**config.mk**
```make
export PLATFORM = sky130hd
export DESIGN_NAME = calc_req_issuer_flat
export DESIGN_NICKNAME = d
export VERILOG_FILES = /design/src/rtl/calc_pkg.sv /design/src/rtl/calc_req_issuer_if.sv /design/src/rtl/calc_tag_table.sv /design/src/rtl/calc_req_issuer.sv /design/src/flat_wrapper.sv
export SDC_FILE = /design/constraint.sdc
export NUM_CORES = 1
export LEC_CHECK = 0
export ABC_CLOCK_PERIOD_IN_PS = 2600
export CORE_MARGIN = 2
export CORE_UTILIZATION = 49
export CTS_BUF_LIST = sky130_fd_sc_hd__clkbuf_4
export DETAILED_ROUTE_END_ITERATION = 10
export PLACE_DENSITY_LB_ADDON = 0.05
export SLEW_MARGIN = 20
export SYNTH_ARGS = -nofsm -noshare
export SYNTH_HDL_FRONTEND = slang
export SYNTH_HIERARCHICAL = 1
export SYNTH_SLANG_ARGS = --single-unit
```
**constraint.sdc**
```tcl
create_clock -name ifClk -period 2.6 [get_ports ifClk]
set_input_delay 0.26 -clock ifClk [delete_from_list [all_inputs] [get_ports ifClk]]
set_output_delay 0.26 -clock ifClk [all_outputs]
set_load 0.02 [all_outputs]
```
**src/rtl/calc_pkg.sv**
```systemverilog
// calc_pkg: shared widths, command/response codes and record types for the calculator request issuer.
package calc_pkg;
    localparam int REQ_CMD_WIDTH  = 4;
    localparam int REQ_DATA_WIDTH = 32;
    localparam int REQ_TAG_WIDTH  = 2;
    localparam int OUT_RESP_WIDTH = 2;
    typedef enum logic [REQ_CMD_WIDTH-1:0] {NOP = 4'd0, ADD = 4'd1, SUB = 4'd2, SHL = 4'd5, SHR = 4'd6} cmd_e;
    typedef enum logic [OUT_RESP_WIDTH-1:0] {NONE = 2'd0, OK = 2'd1, ERR = 2'd2} resp_e;
    typedef enum logic [1:0] {IDLE, OP1, OP2} state_e;
    typedef logic [REQ_TAG_WIDTH-1:0] tag_t;
    typedef struct packed {
        logic [REQ_CMD_WIDTH-1:0]  cmd;
        tag_t                      tag;
        logic [OUT_RESP_WIDTH-1:0] resp;
        logic [REQ_DATA_WIDTH-1:0] data;
        logic                      timeout;
    } cpl_t;
endpackage

```
**src/rtl/calc_req_issuer_if.sv**
```systemverilog
// calc_req_issuer_if: transaction, DUT-port and completion signals of one issuer.
interface calc_req_issuer_if;
    import calc_pkg::*;
    logic                      txn_valid, txn_ready;
    logic [REQ_CMD_WIDTH-1:0]  txn_cmd;
    logic [REQ_DATA_WIDTH-1:0] txn_op1, txn_op2;
    logic [REQ_CMD_WIDTH-1:0]  req_cmd_out;
    logic [REQ_DATA_WIDTH-1:0] req_data_out;
    logic [REQ_TAG_WIDTH-1:0]  req_tag_out;
    logic [OUT_RESP_WIDTH-1:0] resp_in;
    logic [REQ_DATA_WIDTH-1:0] data_in;
    logic [REQ_TAG_WIDTH-1:0]  tag_in;
    logic                      cpl_valid, cpl_timeout, spurious_err;
    logic [REQ_CMD_WIDTH-1:0]  cpl_cmd;
    logic [REQ_TAG_WIDTH-1:0]  cpl_tag;
    logic [OUT_RESP_WIDTH-1:0] cpl_resp;
    logic [REQ_DATA_WIDTH-1:0] cpl_data;
    logic [2:0]                outstanding;
    modport master (
        input  txn_valid, txn_cmd, txn_op1, txn_op2, resp_in, data_in, tag_in,
        output txn_ready, req_cmd_out, req_data_out, req_tag_out, cpl_valid, cpl_cmd,
               cpl_tag, cpl_resp, cpl_data, cpl_timeout, spurious_err, outstanding
    );
    modport slave (
        output txn_valid, txn_cmd, txn_op1, txn_op2, resp_in, data_in, tag_in,
        input  txn_ready, req_cmd_out, req_data_out, req_tag_out, cpl_valid, cpl_cmd,
               cpl_tag, cpl_resp, cpl_data, cpl_timeout, spurious_err, outstanding
    );
endinterface

```
**src/rtl/calc_tag_table.sv**
```systemverilog
// calc_tag_table: per-tag busy/cmd/operand/timer storage with lowest-free and lowest-expired encoders.
module calc_tag_table
    import calc_pkg::*;
#(
    parameter int TIMEOUT   = 100,
    parameter int TAG_COUNT = 4
) (
    input  logic                      clk,
    input  logic                      rst_n,
    input  logic                      alloc,
    input  logic [REQ_CMD_WIDTH-1:0]  alloc_cmd,
    input  logic [REQ_DATA_WIDTH-1:0] alloc_op2,
    input  logic                      rel_en,
    input  tag_t                      rel_tag,
    input  tag_t                      op_tag,
    output logic [REQ_DATA_WIDTH-1:0] op2_rd,
    output logic [REQ_CMD_WIDTH-1:0]  cmd_rd,
    output logic [TAG_COUNT-1:0]      busy,
    output tag_t                      free_tag,
    output logic                      any_free,
    output tag_t                      exp_tag,
    output logic                      any_exp
);
    localparam int TW = $clog2(TIMEOUT);
    // Completions are registered, so expiry is flagged one count early to land TIMEOUT cycles after OP1.
    localparam logic [TW-1:0] LAST = TW'(TIMEOUT - 1);
    logic [REQ_CMD_WIDTH-1:0]  cmd_q [TAG_COUNT];
    logic [REQ_DATA_WIDTH-1:0] op2_q [TAG_COUNT];
    logic [TW-1:0]             timer [TAG_COUNT];
    always_ff @(posedge clk or negedge rst_n) begin
        if (!rst_n) begin
            busy <= '0;
            for (int i = 0; i < TAG_COUNT; i++) begin
                cmd_q[i] <= '0;
                op2_q[i] <= '0;
                timer[i] <= '0;
            end
        end else begin
            for (int i = 0; i < TAG_COUNT; i++) begin
                if (alloc && free_tag == tag_t'(i)) begin
                    busy[i]  <= 1'b1;
                    cmd_q[i] <= alloc_cmd;
                    op2_q[i] <= alloc_op2;
                    timer[i] <= '0;
                end else begin
                    if (rel_en && rel_tag == tag_t'(i)) busy[i] <= 1'b0;
                    if (busy[i] && timer[i] != LAST) timer[i] <= timer[i] + 1'b1;
                end
            end
        end
    end
    always_comb begin
        free_tag = '0;
        any_free = 1'b0;
        exp_tag  = '0;
        any_exp  = 1'b0;
        for (int i = TAG_COUNT - 1; i >= 0; i--) begin
            if (!busy[i]) begin
                free_tag = tag_t'(i);
                any_free = 1'b1;
            end
            if (busy[i] && timer[i] == LAST) begin
                exp_tag = tag_t'(i);
                any_exp = 1'b1;
            end
        end
    end
    assign op2_rd = op2_q[op_tag];
    assign cmd_rd = cmd_q[rel_tag];
endmodule

```
**src/rtl/calc_req_issuer.sv**
```systemverilog
// calc_req_issuer: accepts transactions, serialises them as OP1/OP2 requests and tracks tagged responses.
module calc_req_issuer
    import calc_pkg::*;
#(
    parameter int TIMEOUT   = 100,
    parameter int TAG_COUNT = 4
) (
    input logic            ifClk,
    input logic            ifRst_n,
    calc_req_issuer_if.master bus
);
    state_e                    state, next_state;
    tag_t                      cur_tag, free_tag, exp_tag, rel_tag;
    logic [TAG_COUNT-1:0]      busy;
    logic                      any_free, any_exp, issue, resp_hit, rel_en;
    logic [REQ_CMD_WIDTH-1:0]  cmd_rd;
    logic [REQ_DATA_WIDTH-1:0] op2_rd;
    cpl_t                      cpl_q;
    calc_tag_table #(.TIMEOUT(TIMEOUT), .TAG_COUNT(TAG_COUNT)) u_tags (
        .clk(ifClk), .rst_n(ifRst_n), .alloc(issue), .alloc_cmd(bus.txn_cmd),
        .alloc_op2(bus.txn_op2), .rel_en, .rel_tag, .op_tag(cur_tag), .op2_rd, .cmd_rd,
        .busy, .free_tag, .any_free, .exp_tag, .any_exp
    );
    assign bus.txn_ready   = ifRst_n && state != OP1 && any_free;
    assign bus.outstanding = 3'($countones(busy));
    assign bus.cpl_cmd     = cpl_q.cmd;
    assign bus.cpl_tag     = cpl_q.tag;
    assign bus.cpl_resp    = cpl_q.resp;
    assign bus.cpl_data    = cpl_q.data;
    assign bus.cpl_timeout = cpl_q.timeout;
    // A no-op is handshaked but never reaches the tag table or the bus.
    always_comb begin
        issue      = bus.txn_valid && bus.txn_ready && bus.txn_cmd != NOP;
        resp_hit   = bus.resp_in != NONE && busy[bus.tag_in];
        rel_en     = resp_hit || any_exp;
        rel_tag    = resp_hit ? bus.tag_in : exp_tag;
        next_state = issue ? OP1 : state == OP1 ? OP2 : IDLE;
    end
    always_ff @(posedge ifClk or negedge ifRst_n) begin
        if (!ifRst_n) begin
            state            <= IDLE;
            cur_tag          <= '0;
            bus.req_cmd_out  <= '0;
            bus.req_data_out <= '0;
            bus.req_tag_out  <= '0;
            bus.cpl_valid    <= 1'b0;
            bus.spurious_err <= 1'b0;
            cpl_q            <= '0;
        end else begin
            state            <= next_state;
            if (issue) cur_tag <= free_tag;
            bus.req_cmd_out  <= issue ? bus.txn_cmd : '0;
            bus.req_data_out <= issue ? bus.txn_op1 : state == OP1 ? op2_rd : '0;
            bus.req_tag_out  <= issue ? free_tag : '0;
            bus.cpl_valid    <= rel_en;
            bus.spurious_err <= bus.resp_in != NONE && !busy[bus.tag_in];
            cpl_q            <= rel_en ? '{cmd: cmd_rd, tag: rel_tag,
                                           resp: resp_hit ? bus.resp_in : '0,
                                           data: resp_hit ? bus.data_in : '0,
                                           timeout: !resp_hit} : '0;
        end
    end
endmodule

```
**src/flat_wrapper.sv**
```systemverilog
// flat-port wrapper written by rule: the top's interface ports become plain ports
module calc_req_issuer_flat import calc_pkg::*;
#(
    parameter int TIMEOUT   = 100,
    parameter int TAG_COUNT = 4
)
  (ifClk, ifRst_n, bus_txn_valid, bus_txn_cmd, bus_txn_op1, bus_txn_op2, bus_resp_in, bus_data_in, bus_tag_in, bus_txn_ready, bus_req_cmd_out, bus_req_data_out, bus_req_tag_out, bus_cpl_valid, bus_cpl_cmd, bus_cpl_tag, bus_cpl_resp, bus_cpl_data, bus_cpl_timeout, bus_spurious_err, bus_outstanding);
  calc_req_issuer_if bus_i ();
  input logic ifClk;
  input logic ifRst_n;
  input wire logic [$bits(bus_i.txn_valid)-1:0] bus_txn_valid;
  input wire logic [$bits(bus_i.txn_cmd)-1:0] bus_txn_cmd;
  input wire logic [$bits(bus_i.txn_op1)-1:0] bus_txn_op1;
  input wire logic [$bits(bus_i.txn_op2)-1:0] bus_txn_op2;
  input wire logic [$bits(bus_i.resp_in)-1:0] bus_resp_in;
  input wire logic [$bits(bus_i.data_in)-1:0] bus_data_in;
  input wire logic [$bits(bus_i.tag_in)-1:0] bus_tag_in;
  output wire logic [$bits(bus_i.txn_ready)-1:0] bus_txn_ready;
  output wire logic [$bits(bus_i.req_cmd_out)-1:0] bus_req_cmd_out;
  output wire logic [$bits(bus_i.req_data_out)-1:0] bus_req_data_out;
  output wire logic [$bits(bus_i.req_tag_out)-1:0] bus_req_tag_out;
  output wire logic [$bits(bus_i.cpl_valid)-1:0] bus_cpl_valid;
  output wire logic [$bits(bus_i.cpl_cmd)-1:0] bus_cpl_cmd;
  output wire logic [$bits(bus_i.cpl_tag)-1:0] bus_cpl_tag;
  output wire logic [$bits(bus_i.cpl_resp)-1:0] bus_cpl_resp;
  output wire logic [$bits(bus_i.cpl_data)-1:0] bus_cpl_data;
  output wire logic [$bits(bus_i.cpl_timeout)-1:0] bus_cpl_timeout;
  output wire logic [$bits(bus_i.spurious_err)-1:0] bus_spurious_err;
  output wire logic [$bits(bus_i.outstanding)-1:0] bus_outstanding;
  assign bus_i.txn_valid = bus_txn_valid;
  assign bus_i.txn_cmd = bus_txn_cmd;
  assign bus_i.txn_op1 = bus_txn_op1;
  assign bus_i.txn_op2 = bus_txn_op2;
  assign bus_i.resp_in = bus_resp_in;
  assign bus_i.data_in = bus_data_in;
  assign bus_i.tag_in = bus_tag_in;
  assign bus_txn_ready = bus_i.txn_ready;
  assign bus_req_cmd_out = bus_i.req_cmd_out;
  assign bus_req_data_out = bus_i.req_data_out;
  assign bus_req_tag_out = bus_i.req_tag_out;
  assign bus_cpl_valid = bus_i.cpl_valid;
  assign bus_cpl_cmd = bus_i.cpl_cmd;
  assign bus_cpl_tag = bus_i.cpl_tag;
  assign bus_cpl_resp = bus_i.cpl_resp;
  assign bus_cpl_data = bus_i.cpl_data;
  assign bus_cpl_timeout = bus_i.cpl_timeout;
  assign bus_spurious_err = bus_i.spurious_err;
  assign bus_outstanding = bus_i.outstanding;
  calc_req_issuer #(.TIMEOUT(TIMEOUT), .TAG_COUNT(TAG_COUNT)) u_core (.ifClk(ifClk), .ifRst_n(ifRst_n), .bus(bus_i));
endmodule
```
==> results.ini <==
[status]
outcome = finished, final reports clean

[clock_tree]
cts_made_buffers = 71
cts_buffer_depth = 3
htree_levels = 3
cts_tree = done
clock_sinks = 261
cts-root-buf = clkbuf_4
clk_pin_slew_ns = 0.06
clock_latency_ns = 0.65

[worst_setup_path]
critical_path_class = reg -> reg
reg2reg_setup_slack_ns = 0.1
critPathArrivalTime_ns = 3.02
crit_fanout = 6
crit_path_end_kind = flip-flop
ff2ff_path_depth = 6
cp-start-kind = flip-flop
r2r_end = u_core/bus.cpl_cmd[3]
worstPathRequired_ns = 3.12
r2r-start = u_core/u_tags/timer[17]
cp-startpoint = u_core/u_tags/timer[17]

[global_routing]
overflow = 0
grt_pass1_wl_um = 41400
grt_max_degree = 72
first_global_vias = 8079
antenna_found_initial = 1
grt_usage_pct = 22.1

[sta]
layout_setup_ws_ns = 0.0973
max_freq_ghz = 0.400
hold_violations = 0
setup_viol = 0
period_needed_ns = 2.50
slew_violations = 0
hold_ws_ns = 0.189
slew_headroom_pct = 41.0
tightest_slew_ns = 0.884
finClkSkew_ns = 0.0398
fin_crit_sh_pct = 96.3
rsz0062_at_grt = true
tns_ns = 0

[hold_path]
hp-start = bus_data_in[17]
whs_path_depth = 2
hp-class = in -> reg
hold-path-endpoint = u_core/bus.cpl_data[17]

[yosys]
ys.flop_type = dfrtp_1
async_flop_share_pct = 100
ys_top_cells_by_area = dfrtp_1 (59%), mux2_2 (15%), mux4_2 (7.4%), a22o_1 (2.5%), and2_1 (2.4%)
synthesis.instances = 757
yosysUniqueCellTypes = 56
ys_ff_latch = 261
yosys.area.top_type_share_pct = 59.4
syn-num-nets = 871
avgSynthCellArea_um2 = 14.5
syn-cell-area_mm2 = 0.0110
synth_edf_count = 0
yosysWarnings = 6
synth_area_leader_cell = dfrtp_1
seq_area_frac_synth_pct = 59.4

[detailed_routing]
drtIter0Drc = 282
wl_per_cell_um = 18.7
vias_per_cell = 5.44
drt_wl_total_um = 25400
drt_pass1_iterations = 4
ant_nets = 0
vias = 7383
drc_errors = 0

[floorplan]
fp.coreArea_mm2 = 0.0219
die_height_um = 154
rows = 54
die_area_mm2 = 0.0236
start_util_pct = 50.2
dieWidth_um = 154
ios = 192

[power]
vdd.ir_drop.worst_uv = 513
p_leak_nw = 6.34
power_density_mw_per_mm2 = 1080

[finish]
layout.nets = 1144
final_common_cell = dfrtp_1
area_growth_syn_to_layout_pct = 31.2
most-common-layout-cells = dfrtp_1 (259), clkdlybuf4s50_1 (187), mux2_2 (144), clkbuf_4 (100), buf_4 (45)
drive_above_1_share_pct = 33.8

[placed_design]
dpl.hpwl_um = 17100
io_buffers = 191
place_ws_ns = 0.0422
gp_congestion = 0.794

[flow_run]
maxCapViolations = 0

## metal layers
| metal | share of wire, % | track usage (%) | vias to the layer above |
|---|---|---|---|
| li1 | - | - | 3344 |
| met1 | 41 | 27.0 | 3749 |
| met2 | 51 | 37.9 | 228 |
| met3 | 5.0 | 4.90 | 62 |
| met4 | 2.8 | 9.52 | 0 |
| met5 | 0 | 0 | - |
## sequential cells by signal, indices dropped and copies added (netlist names)
signal	count
u_core/state	2
u_core/u_tags/op2_q	128
u_core/bus.cpl_valid	1
u_core/bus.req_data_out	32
u_core/u_tags/cmd_q	16
u_core/bus.cpl_data	32
u_core/bus.cpl_timeout	1
u_core/u_tags/busy	4
u_core/bus.req_tag_out	2
u_core/bus.req_cmd_out	4
u_core/bus.spurious_err	1
u_core/bus.cpl_cmd	4
u_core/bus.cpl_resp	2
u_core/bus.cpl_tag	2
u_core/cur_tag	2
u_core/u_tags/timer	28
## stage by stage
stage          utilization [%]  total power, mW  instances  cell area, um2
4_1_cts                   65.6             15.7       1354           14400
3_5_place_dp              61.7             12.2       1234           13500
3_3_place_gp              61.7             11.9       1234           13500
6_report                  65.9             15.6       1357           14400
2_1_floorplan                -             10.0        757           11100
5_1_grt                   65.9             16.6       1357           14400
## where the power goes
group / leakage, nW / internal (mW) / switching [mW]
registers: 3.32 / 5.64 / 0.911
logic: 2.53 / 3.17 / 2.42
clock network: 0.503 / 1.86 / 1.59
## kinds of logic (layout without fill, tap and decap cells)
logic type / after synthesis / in the layout / synth area share [%]
adder cells (fa/ha/maj): 7 / 7 / 0.865
multiplexers: 189 / 189 / 23.1
flip-flops: 261 / 261 / 59.4
AND/OR/NAND/NOR: 143 / 143 / 7.48
other: 0 / 3 / 0
AO/OA/AOI/OAI: 94 / 94 / 6.08
buffers and inverters: 55 / 372 / 2.47
XOR/XNOR: 8 / 8 / 0.637
## worst max-delay path, stage by stage, from the launching register on
cell and delay (ns):
dfrtp_1 0.38, or4b_1 0.57, or3_1 0.37, a21boi_2 0.21
mux2_4 0.24, mux4_2 0.52, o21a_1 0.12
## what timing repair did
item | 4_1_cts | 5_1_grt
gates cloned | 0 | 0
gates resized for setup | 7 | 16
pin swaps | 0 | 2
endpoints found under the setup margin | 3 | 8
setup buffers | 1 | 0
hold buffers | 2 | 0
endpoints found under the hold margin | 138 | 0
## area by class of cell
class                           count  area [um2]
Antenna cell                        3        7.51
Clock buffer                      100         751
Clock inverter                     17        95.1
Fill cell                        1632        7470
Inverter                           12        45.0
Multi-Input combinational cell    441        4280
Sequential cell                   261        6530
Tap cell                          280         350
Timing Repair Buffer              243        2370
## Yosys cell counts, drive strengths merged, types with 3 or more instances
master and n:
a21boi 3, a21oi 16, a22o 32, and2 42
buf 29, clkbuf 14, dfrtp 261, ha 6
inv 11, mux2 147, mux2i 6, mux4 36
nand2 28, nand2b 4, nand3 11, nand4 12
nor2 15, nor2b 3, nor3 4, o211ai 4
o21a 5, o21ai 19, or3 11, or4b 3
xor2 7
## worst max-delay path by stage
| stage | slack, ns | endpoint | cells past startpoint |
|---|---|---|---|
| 2_1_floorplan | -0.009 | u_core/u_tags/cmd_q[0] | 10 |
| 3_3_place_gp | 0.11 | u_core/u_tags/op2_q[44] | 7 |
| 3_5_place_dp | 0.04 | u_core/bus.cpl_cmd[3] | 6 |
| 4_1_cts | 0.02 | bus_outstanding[2] | 6 |
| 5_1_grt | 0.009 | bus_outstanding[1] | 6 |
| 6_report | 0.1 | u_core/bus.cpl_cmd[3] | 6 |
No activity file was read; power rests on OpenSTA's default activity.
